**src/rtl/segment_scheduler_pkg.sv**
```systemverilog
`default_nettype none
// ============================================================================
// Module      : segment_scheduler_pkg
// Description : Shared types and constants for the LED driver segment
//               scheduler: FSM state encoding, colour encodings, default
//               timing constants and the segment-length derivation.
// Revision    : 1.0 - initial release
// ============================================================================
package segment_scheduler_pkg;

    // Segment sequencer states
    typedef enum logic [1:0] {
        ST_IDLE   = 2'd0,
        ST_BLANK  = 2'd1,
        ST_ACTIVE = 2'd2,
        ST_SKIP   = 2'd3
    } state_t;

    // Colour interleave order within a data triplet
    typedef enum logic [1:0] {
        COLOR_B = 2'd0,
        COLOR_G = 2'd1,
        COLOR_R = 2'd2
    } color_t;

    localparam int unsigned c_DEF_BLANKING_CYCLES = 72;
    localparam int unsigned c_DEF_GROUP_LEN       = 48;
    localparam int unsigned c_DEF_GROUPS          = 9;
    localparam int unsigned c_DEF_MUL_COUNT       = 8;

    // Blanking window plus one skip cycle after every bit group
    function automatic int unsigned seg_len(input int unsigned blanking,
                                            input int unsigned group_len,
                                            input int unsigned groups);
        return blanking + groups * (group_len + 1);
    endfunction

endpackage
`default_nettype wire

```
**src/rtl/segment_fetch_ctrl.sv**
```systemverilog
`default_nettype none
// ============================================================================
// Module      : segment_fetch_ctrl
// Description : Framebuffer prefetch engine. Owns the rd_req/rd_ack
//               handshake, a one-entry deferred-request slot used while an
//               earlier fetch is still outstanding, and the underflow
//               detector.
// Ports       : clk_33, rst        - clock, synchronous active-high reset
//               i_flush            - drop all fetch state (scheduler idling)
//               i_issue/i_issue_addr - request a fetch of {row, group}
//               i_start/i_start_grp  - a bit group begins its data cycles
//               i_rd_ack           - framebuffer accepts the request
//               o_rd_req/o_rd_addr - request and address to the framebuffer
//               o_underflow        - sticky: a group started unfetched
// Config      : SEGMENT_SCHEDULER_UNDERFLOW_EN builds the underflow detector;
//               otherwise o_underflow is tied low.
// Revision    : 1.0 - initial release
// ============================================================================
module segment_fetch_ctrl #(
    parameter int unsigned ROW_W = 3,
    parameter int unsigned GRP_W = 4
) (
    input  logic                   clk_33,
    input  logic                   rst,
    input  logic                   i_flush,
    input  logic                   i_issue,
    input  logic [ROW_W+GRP_W-1:0] i_issue_addr,
    input  logic                   i_start,
    input  logic [GRP_W-1:0]       i_start_grp,
    input  logic                   i_rd_ack,
    output logic                   o_rd_req,
    output logic [ROW_W+GRP_W-1:0] o_rd_addr,
    output logic                   o_underflow
);

    localparam int unsigned c_ADDR_W = ROW_W + GRP_W;

    logic                r_req;
    logic [c_ADDR_W-1:0] r_addr;
    logic                r_def_vld;
    logic [c_ADDR_W-1:0] r_def_addr;
    logic                w_hs;

    assign w_hs = r_req & i_rd_ack;

    // A request only goes straight onto the bus when nothing is outstanding
    // and nothing is already waiting; otherwise it waits in the deferred
    // slot. A deferred request launches once rd_req has dropped, so rd_req
    // always shows at least one low cycle after each accepted transfer.
    // Should the schedule outrun the framebuffer by more than one fetch, the
    // newest request replaces the waiting one: the skipped group has already
    // missed its slot.
    always_ff @(posedge clk_33) begin
        if (rst || i_flush) begin
            r_req      <= 1'b0;
            r_addr     <= '0;
            r_def_vld  <= 1'b0;
            r_def_addr <= '0;
        end else begin
            if (w_hs) begin
                r_req <= 1'b0;
            end
            if (!r_req && r_def_vld) begin
                r_req     <= 1'b1;
                r_addr    <= r_def_addr;
                r_def_vld <= 1'b0;
            end
            if (i_issue) begin
                if (!r_req && !r_def_vld) begin
                    r_req  <= 1'b1;
                    r_addr <= i_issue_addr;
                end else begin
                    r_def_vld  <= 1'b1;
                    r_def_addr <= i_issue_addr;
                end
            end
        end
    end

    assign o_rd_req  = r_req;
    assign o_rd_addr = r_addr;

`ifdef SEGMENT_SCHEDULER_UNDERFLOW_EN
    // One completion flag per group slot. Issuing a fetch clears its flag so
    // a completion left over from the previous segment is never trusted.
    logic [(2**GRP_W)-1:0] r_done;
    logic                  r_underflow;
    logic                  w_grp_ready;

    // A transfer accepted on the very edge the group starts counts as in time.
    assign w_grp_ready = r_done[i_start_grp] ||
                         (w_hs && (r_addr[GRP_W-1:0] == i_start_grp));

    always_ff @(posedge clk_33) begin
        if (rst || i_flush) begin
            r_done <= '0;
        end else begin
            if (w_hs) begin
                r_done[r_addr[GRP_W-1:0]] <= 1'b1;
            end
            if (i_issue) begin
                r_done[i_issue_addr[GRP_W-1:0]] <= 1'b0;
            end
        end
    end

    // Sticky until reset; idling the scheduler does not clear it.
    always_ff @(posedge clk_33) begin
        if (rst) begin
            r_underflow <= 1'b0;
        end else if (i_start && !w_grp_ready) begin
            r_underflow <= 1'b1;
        end
    end

    assign o_underflow = r_underflow;
`else
    logic w_unused;

    assign w_unused    = &{1'b0, i_start, i_start_grp};
    assign o_underflow = 1'b0;
`endif

endmodule
`default_nettype wire

```
**src/rtl/segment_scheduler.sv**
```systemverilog
`default_nettype none
// ============================================================================
// Module      : segment_scheduler
// Description : Timing and fetch scheduler for one LED display segment:
//               a blanking window followed by GROUPS bit groups of GROUP_LEN
//               colour-interleaved (B,G,R) data cycles plus one skip cycle.
//               Prefetches each group's framebuffer word one group ahead.
// Ports       : clk_33, rst   - clock, synchronous active-high reset
//               enable        - run; low returns to IDLE on the next edge
//               sync          - last cycle of the row-0 segment
//               blanking      - IDLE or blanking window
//               data_en       - driver data cycle
//               color_sel     - 0=B, 1=G, 2=R
//               bit_idx       - current bit group
//               mul_idx       - current multiplexing row
//               rd_req/rd_addr/rd_ack - framebuffer fetch handshake
//               underflow     - sticky fetch-late flag
// Config      : SEGMENT_SCHEDULER_UNDERFLOW_EN enables the underflow detector.
// Revision    : 1.0 - initial release
// ============================================================================
module segment_scheduler
    import segment_scheduler_pkg::*;
#(
    parameter int unsigned BLANKING_CYCLES = c_DEF_BLANKING_CYCLES,
    parameter int unsigned GROUP_LEN       = c_DEF_GROUP_LEN,
    parameter int unsigned GROUPS          = c_DEF_GROUPS,
    parameter int unsigned MUL_COUNT       = c_DEF_MUL_COUNT
) (
    input  logic       clk_33,
    input  logic       rst,
    input  logic       enable,
    output logic       sync,
    output logic       blanking,
    output logic       data_en,
    output logic [1:0] color_sel,
    output logic [3:0] bit_idx,
    output logic [2:0] mul_idx,
    output logic       rd_req,
    output logic [6:0] rd_addr,
    input  logic       rd_ack,
    output logic       underflow
);

    localparam int unsigned c_SEG_LEN = seg_len(BLANKING_CYCLES, GROUP_LEN, GROUPS);
    localparam int unsigned c_SEG_W   = $clog2(c_SEG_LEN);
    localparam int unsigned c_POS_W   = $clog2(GROUP_LEN + 1);

    localparam logic [c_SEG_W-1:0] c_SEG_LAST   = c_SEG_W'(c_SEG_LEN - 1);
    localparam logic [c_SEG_W-1:0] c_BLANK_LAST = c_SEG_W'(BLANKING_CYCLES - 1);
    localparam logic [c_SEG_W-1:0] c_SEG_ONE    = c_SEG_W'(1);
    localparam logic [c_POS_W-1:0] c_POS_LAST   = c_POS_W'(GROUP_LEN - 1);
    localparam logic [c_POS_W-1:0] c_POS_ONE    = c_POS_W'(1);
    localparam logic [3:0]         c_GRP_LAST   = 4'(GROUPS - 1);
    localparam logic [2:0]         c_MUL_LAST   = 3'(MUL_COUNT - 1);

    state_t             r_state,     w_nxt_state;
    logic [c_SEG_W-1:0] r_seg_cnt,   w_nxt_seg;
    logic [c_POS_W-1:0] r_grp_pos,   w_nxt_pos;
    logic [3:0]         r_bit_idx,   w_nxt_bit;
    logic [2:0]         r_mul_idx,   w_nxt_mul;
    logic [1:0]         r_color,     w_nxt_color;

    logic               w_enter_seg;
    logic               w_enter_active;
    logic               w_issue;
    logic [6:0]         w_issue_addr;
    logic               w_flush;

    // ------------------------------------------------------------------
    // State and counter registers
    // ------------------------------------------------------------------
    always_ff @(posedge clk_33) begin
        if (rst) begin
            r_state   <= ST_IDLE;
            r_seg_cnt <= '0;
            r_grp_pos <= '0;
            r_bit_idx <= '0;
            r_mul_idx <= '0;
            r_color   <= COLOR_B;
        end else begin
            r_state   <= w_nxt_state;
            r_seg_cnt <= w_nxt_seg;
            r_grp_pos <= w_nxt_pos;
            r_bit_idx <= w_nxt_bit;
            r_mul_idx <= w_nxt_mul;
            r_color   <= w_nxt_color;
        end
    end

    // ------------------------------------------------------------------
    // Next-state and counter logic
    // ------------------------------------------------------------------
    always_comb begin
        w_nxt_state = r_state;
        w_nxt_seg   = r_seg_cnt;
        w_nxt_pos   = r_grp_pos;
        w_nxt_bit   = r_bit_idx;
        w_nxt_mul   = r_mul_idx;
        w_nxt_color = r_color;

        if (!enable) begin
            w_nxt_state = ST_IDLE;
            w_nxt_seg   = '0;
            w_nxt_pos   = '0;
            w_nxt_bit   = '0;
            w_nxt_mul   = '0;
            w_nxt_color = COLOR_B;
        end else begin
            case (r_state)
                ST_IDLE: begin
                    w_nxt_state = ST_BLANK;
                    w_nxt_seg   = '0;
                end
                ST_BLANK: begin
                    w_nxt_seg = r_seg_cnt + c_SEG_ONE;
                    if (r_seg_cnt == c_BLANK_LAST) begin
                        w_nxt_state = ST_ACTIVE;
                        w_nxt_pos   = '0;
                        w_nxt_color = COLOR_B;
                    end
                end
                ST_ACTIVE: begin
                    w_nxt_seg   = r_seg_cnt + c_SEG_ONE;
                    w_nxt_pos   = r_grp_pos + c_POS_ONE;
                    w_nxt_color = (r_color == COLOR_R) ? COLOR_B : (r_color + 2'd1);
                    if (r_grp_pos == c_POS_LAST) begin
                        w_nxt_state = ST_SKIP;
                        w_nxt_pos   = '0;
                        w_nxt_color = COLOR_B;
                    end
                end
                ST_SKIP: begin
                    if (r_bit_idx == c_GRP_LAST) begin
                        // Segment end: this skip cycle is seg_cnt = SEG_LEN-1
                        w_nxt_state = ST_BLANK;
                        w_nxt_seg   = '0;
                        w_nxt_bit   = '0;
                        w_nxt_mul   = (r_mul_idx == c_MUL_LAST) ? 3'd0 : (r_mul_idx + 3'd1);
                    end else begin
                        w_nxt_state = ST_ACTIVE;
                        w_nxt_seg   = r_seg_cnt + c_SEG_ONE;
                        w_nxt_bit   = r_bit_idx + 4'd1;
                        w_nxt_pos   = '0;
                        w_nxt_color = COLOR_B;
                    end
                end
                default: begin
                    w_nxt_state = ST_IDLE;
                end
            endcase
        end
    end

    // ------------------------------------------------------------------
    // Fetch scheduling: group 0 is requested as the segment's blanking
    // window opens; group g+1 is requested as group g starts its data.
    // Both are decoded from the transition so rd_req rises in the first
    // cycle of the new state.
    // ------------------------------------------------------------------
    assign w_enter_seg    = (w_nxt_state == ST_BLANK)  && (r_state != ST_BLANK);
    assign w_enter_active = (w_nxt_state == ST_ACTIVE) && (r_state != ST_ACTIVE);
    assign w_issue        = w_enter_seg || (w_enter_active && (w_nxt_bit < c_GRP_LAST));
    assign w_issue_addr   = w_enter_seg ? {w_nxt_mul, 4'd0}
                                        : {r_mul_idx, w_nxt_bit + 4'd1};
    assign w_flush        = ~enable;

    segment_fetch_ctrl #(
        .ROW_W (3),
        .GRP_W (4)
    ) u_fetch (
        .clk_33       (clk_33),
        .rst          (rst),
        .i_flush      (w_flush),
        .i_issue      (w_issue),
        .i_issue_addr (w_issue_addr),
        .i_start      (w_enter_active),
        .i_start_grp  (w_nxt_bit),
        .i_rd_ack     (rd_ack),
        .o_rd_req     (rd_req),
        .o_rd_addr    (rd_addr),
        .o_underflow  (underflow)
    );

    // ------------------------------------------------------------------
    // Strobes decoded from registered state
    // ------------------------------------------------------------------
    assign sync      = (r_seg_cnt == c_SEG_LAST) && (r_mul_idx == 3'd0);
    assign blanking  = (r_state == ST_IDLE) || (r_state == ST_BLANK);
    assign data_en   = (r_state == ST_ACTIVE);
    assign color_sel = r_color;
    assign bit_idx   = r_bit_idx;
    assign mul_idx   = r_mul_idx;

endmodule
`default_nettype wire
```
**config.mk**
```make
export PLATFORM = sky130hd
export DESIGN_NAME = segment_scheduler
export DESIGN_NICKNAME = d
export VERILOG_FILES = /design/src/rtl/segment_scheduler_pkg.sv /design/src/rtl/segment_fetch_ctrl.sv /design/src/rtl/segment_scheduler.sv
export SDC_FILE = /design/constraint.sdc
export NUM_CORES = 1
export LEC_CHECK = 0
export BUFFER_PORTS_ARGS = -buffer_cell sky130_fd_sc_hd__buf_2
export CAP_MARGIN = 0
export CELL_PAD_IN_SITES_DETAIL_PLACEMENT = 1
export CELL_PAD_IN_SITES_GLOBAL_PLACEMENT = 2
export CORE_ASPECT_RATIO = 1.25
export CORE_MARGIN = 1
export CORE_UTILIZATION = 32
export CTS_CLUSTER_SIZE = 25
export DETAILED_ROUTE_END_ITERATION = 10
export HOLD_SLACK_MARGIN = 0.12
export PLACE_DENSITY = 0.73
export SETUP_SLACK_MARGIN = 0.1
export SLEW_MARGIN = 20
export SYNTH_ARGS = -nofsm -noshare
export SYNTH_HDL_FRONTEND = slang
export SYNTH_SLANG_ARGS = --single-unit
```
**constraint.sdc**
```tcl
create_clock -name clk_33 -period 2.3 [get_ports clk_33]
set_clock_uncertainty 0.15 [all_clocks]
set_input_delay 0.23 -clock clk_33 [delete_from_list [all_inputs] [get_ports clk_33]]
set_output_delay 0.23 -clock clk_33 [all_outputs]
set_load 0.005 [all_outputs]
```
# After elaboration in Yosys (flattened, before gate mapping)
# Cells that the tools add are included.
# classes
addsub	6
n_lt_le_gt_ge	1
eq_ne	15
mux	34
bitwise_logic	3
n_reduce_logical	18
# op_table
op	n
one-hot mux 10 bit (3 select lines)	1
two-way mux 7 bit	4
two-way mux 6 bit	3
one-hot mux 6 bit (3 select lines)	1
two-way mux 2 bit	8
two-way mux 3 bit	4
two-way mux 4 bit	3
adder 10 x 1 -> 10 bit (second input constant)	1
equality test 10 bit (second input constant)	1
equality test 10 x 7 -> 1 bit (second input constant)	1
two-way mux 10 bit	1
adder 4 x 1 -> 4 bit (second input constant)	2
equality test 2 bit (second input constant)	4
one-hot mux 2 bit (4 select lines)	1
two-way mux 1 bit	7
adder 6 x 1 -> 6 bit (second input constant)	1
equality test 6 bit (second input constant)	1
logical AND 1 bit	6
inequality test 2 bit (second input constant)	3
one-hot mux 2 bit (3 select lines)	1
equality test 2 x 1 -> 1 bit (second input constant)	2
equality test 4 bit (second input constant)	1
less-than comparator 4 bit (second input constant)	1
OR reduction 2 bit	2
other kinds (13)	17
# word_totals
ff_bits	43
input_bits	4
output_inout_bits	21
word_cells	87

# Depth between registers and ports, before layout
# logic_depth
word_depth	9
ltp_mapped	11
mapped_depth_nobuf	11

# Cells and area by module
# A second synthesis with hierarchy kept.
# hier_totals
cells_unflattened	263
hier_area_um2	2324.7
# modules_own_cells
mod	instances	cells_each	area_each_um2	seq_area_each_um2
segment_scheduler	1	197	1631.6	540.5
segment_fetch_ctrl	1	66	693.2	320.3

# Least setup slack after synthesis
# Ideal clock, no wire load.
# synth_path
path_type	register to register
from	register r_seg_cnt[4]
to	register u_fetch.r_addr[2] (netlist: u_fetch.o_rd_addr[2])
setup_time_ns	0.121
t_arrival_ns	2.186
required_time_ns	2.029
setup_slack_ns	-0.157
path_stages_with_launch	8
n_path_buf	1
period_less_slack_ns	2.457
cell_sequence	dfxtp_1 or4_4 or4_1 a21oi_2 and3_1 buf_6 nand2_4 mux2_4
# synth_via
elab_chain_len	9
word_cells_on_any_way	13
classes_between	3 x eq/ne; 6 x mux; 4 x reduce/logical
# synth_rtl
item	line	text
start, declared	segment_scheduler.sv:57	logic [c_SEG_W-1:0] r_seg_cnt, w_nxt_seg;
start signal, assigned	segment_scheduler.sv:82	r_seg_cnt <= w_nxt_seg;
equality test 10 x 7 -> 1 bit *	segment_scheduler.sv:116	if (r_seg_cnt == c_BLANK_LAST) begin
two-way mux 2 bit *	segment_scheduler.sv:116	
one-hot mux 2 bit (4 select lines) *	segment_scheduler.sv:109	case (r_state)
two-way mux 2 bit *	segment_scheduler.sv:101	if (!enable) begin
equality test 2 x 1 -> 1 bit / equality test 2 bit (equally long branches)	segment_scheduler.sv:160, segment_scheduler.sv:161	
logical AND 1 bit (on tied branches)	segment_scheduler.sv:160, segment_scheduler.sv:161	
two-way mux 7 bit / logical AND 1 bit (equally long branches)	segment_scheduler.sv:163, segment_scheduler.sv:162	
two-way mux 7 bit / logical OR 1 bit (equally long branches)	segment_fetch_ctrl.sv:69, segment_scheduler.sv:162	
two-way mux 7 bit *	segment_fetch_ctrl.sv:68	if (i_issue) begin
end signal, assigned	segment_fetch_ctrl.sv:65	r_addr <= r_def_addr;
end signal, assigned	segment_fetch_ctrl.sv:71	r_addr <= i_issue_addr;
end, declared	segment_fetch_ctrl.sv:39	logic [c_ADDR_W-1:0] r_addr;
# Every way passes the cells marked *; elsewhere a longest branch is shown, timed or not.
# A chain may end at the register's enable or synchronous reset.

# Final worst setup path
# Same ends and word-level chain as after synthesis.

==> impl_metrics.tcl <==
set metrics [dict create \
    run_status "finished with violations" \
    failed_checks "negative setup slack" \
    place_congestion 0.700 \
    cap_violations 0 \
    synth.yosys.seq_area_share 0.376 \
    grt_setup_unrepaired "yes" \
    whs_ns 0.139 \
    cp-start-kind "register" \
    cts_buffer_depth 2 \
    grt_use_met1 0.207 \
    synth_seq_cells 43 \
    tns_ns -1.36 \
    p_comb_frac 0.090 \
    crit_type "register to register" \
    antenna_cells 0 \
    path_max_fanout 5 \
    synth_flop_cell "dfxtp_1" \
    tightestPinTransition_ns 0.513 \
    fp.coreArea_sq_um 6930 \
    grt_busiest_layer "met2" \
    grt_pass1_vias 2249 \
    start_util 0.330 \
    ys_warn_count 0 \
    worstSkewPairLatency_ns 0.29 \
    die_h_microns 96.5 \
    area_growth_pct 30.8 \
    min_path_type "input pin to register" \
    htree_num_levels 2 \
    p_sw_w 0.000324 \
    p_clk_frac 0.342 \
    drv_slew 0 \
    slew_headroom 0.658 \
    finalNetCount 345 \
    wl_per_cell_microns 14.6 \
    path_clk_slew_ns 0.08 \
    met3_usage 0.0291 \
    yosys.area.top_type "dfxtp_1" \
    fmax_mhz 407 \
    port_buffers 23 \
    grt_pass1_wl_mm 10.6 \
    drive_gt1_frac 0.336 \
    power.total_w 0.00133 \
    swShare 0.244 \
    grt_usage 0.182 \
    viasPerCell 5.02 \
    drc 0 \
    end_kind "register" \
    rows 34 \
    stdcell_count 417 \
    powerDensity_nw_per_um2 444 \
    numCtsBuffers 5 \
    die_x_microns 77.6 \
    synth_enable_flop_cells 0 \
    grt-ovfl-total 0 \
    postSynthCellCount 263 \
    antenna_left 0 \
    async_reset_ff_frac 0 \
    yosys-top-cells-count "dfxtp_1 (43), nor2_1 (34), a21oi_1 (15), inv_1 (15)" \
    vdd_ir_drop_max_v 0.000253 \
    die_area_sq_um 7490 \
    yosysUniqueCellTypes 55 \
    n_fill_cell 850 \
    finalHoldViolations 0 \
    clock_sinks 43 \
    synth_area_sq_um 2290 \
    synth_top_area_share 0.376 \
    dp_cells 405 \
    synth_area_leaders "dfxtp_1 (38%), ha_1 (7.1%), nor2_1 (5.6%)" \
    yosysMostFrequentCell "dfxtp_1" \
    ios 25 \
    arrival_ns 2.49 \
    cp.required_ns 2.34 \
    dpl_worst_slack_ns -0.217 \
    drt_first_iter_violations 36 \
    seqPwrFrac 0.568 \
    globalRouteMet2Util 0.349 \
    place_hpwl_mm 4.59 \
    via_count 2093 \
    power.internal_w 0.00100 \
    p_leak_nw 1.26 \
    antenna_found_initial 0 \
    wl_mm 6.09 \
    fin_ws_ns -0.158 \
    period_share 1.07 \
    root_buffer "clkbuf_8" \
    synth_nets 280 \
    firstDrtPassIters 4 \
    cts_tree "done" \
    grt_max_degree 17 \
    period_minus_slack_ns 2.46 \
    setup_viol 15 \
    avgSynthCellArea_sq_um 8.70 \
]
-- final cells by class --
class,count,area (sq um),area share
Multi-Input combinational cell,194,1400,0.469
Timing Repair Buffer,69,480,0.161
Clock buffer,5,68.8,0.0230
Inverter,15,56.3,0.0188
Clock inverter,1,7.51,0.00251
Sequential cell,43,862,0.288
Tap cell,90,113,0.0376
-- metal layers --
layer / share of wire / vias up
met2: 0.53 / 18
met3: 0.018 / 6
met5: 0 / -
met4: 0.013 / 0
li1: - / 1043
met1: 0.44 / 1026
-- power by group through the flow --
| stage | clock (W) | combinational, W | sequential, W |
|---|---|---|---|
| finish | 0.000454 | 0.000120 | 0.000754 |
| global route | 0.000518 | 0.000133 | 0.000756 |
| CTS | 0.000484 | 0.000109 | 0.000754 |
| detailed placement | 0 | 0.000103 | 0.000772 |
| global placement | 0 | 0.000103 | 0.000772 |
| floorplan | 0 | 0.0000627 | 0.000771 |
-- worst max-delay path, stage by stage (launching register included) --
cell     delay, ns
dfxtp_2       0.32
or4_4         0.54
or4_4         0.52
a21oi_4       0.18
and3_4        0.26
nand2_4       0.06
mux2_4        0.31
-- what timing repair did --
item	in CTS	in global routing
gates cloned	0	1
endpoints found under the setup margin	17	20
setup buffers	0	3
resized for setup	6	26
pin swaps	5	9
hold buffers	2	0
hold endpoints to repair	4	0
-- worst paths after layout --
path                start                   end  slack [ns]  depth (start not counted)
max          r_seg_cnt[4]  u_fetch.o_rd_addr[2]       -0.16                          6
min                enable            bit_idx[2]        0.14                          3
max reg2reg  r_seg_cnt[4]  u_fetch.o_rd_addr[2]       -0.16                          6
min reg2reg  color_sel[1]          color_sel[1]        0.33                          2
-- metrics by stage --
| step | instance area (sq um) | util |
|---|---|---|
| after floorplan | 2310 | - |
| after global placement | 2760 | 0.398 |
| after detailed placement | 2760 | 0.398 |
| after CTS | 2880 | 0.416 |
| after global routing | 2990 | 0.431 |
| final | 2990 | 0.431 |
-- cell families after synthesis --
| group | synth area share |
|---|---|
| fa+ha+maj | 0.0711 |
| buf+inv | 0.0574 |
| flops | 0.376 |
| simple gates | 0.219 |
| xor+xnor | 0.0460 |
| compound gates | 0.162 |
| other cells | 0.00164 |
| mux | 0.0662 |
-- sequential cells by signal, indices dropped and copies added (netlist names) --
register            count
r_seg_cnt              10
u_fetch.o_rd_addr       7
u_fetch.r_def_addr      7
r_grp_pos               6
bit_idx                 4
mul_idx                 3
color_sel               2
r_state                 2
u_fetch.o_rd_req        1
u_fetch.r_def_vld       1
-- layout by cell type, fill, tap and decap left out, types with 3 or more instances in the layout --
master,instances
buf_4,40
nor3_2,3
a21oi_1,13
ha_1,13
nor2_1,34
nand3_1,14
nand2b_1,3
nor3_1,6
o21ai_0,9
buf_2,23
buf_6,4
nand2_1,14
inv_1,15
or4_4,3
dfxtp_1,42
mux2_2,5
xnor2_1,5
clkbuf_8,5
nor2b_1,3
o21ai_1,4
o311a_1,3
xor2_1,7
mux2i_1,8
(Power assumes the default switching activity.)
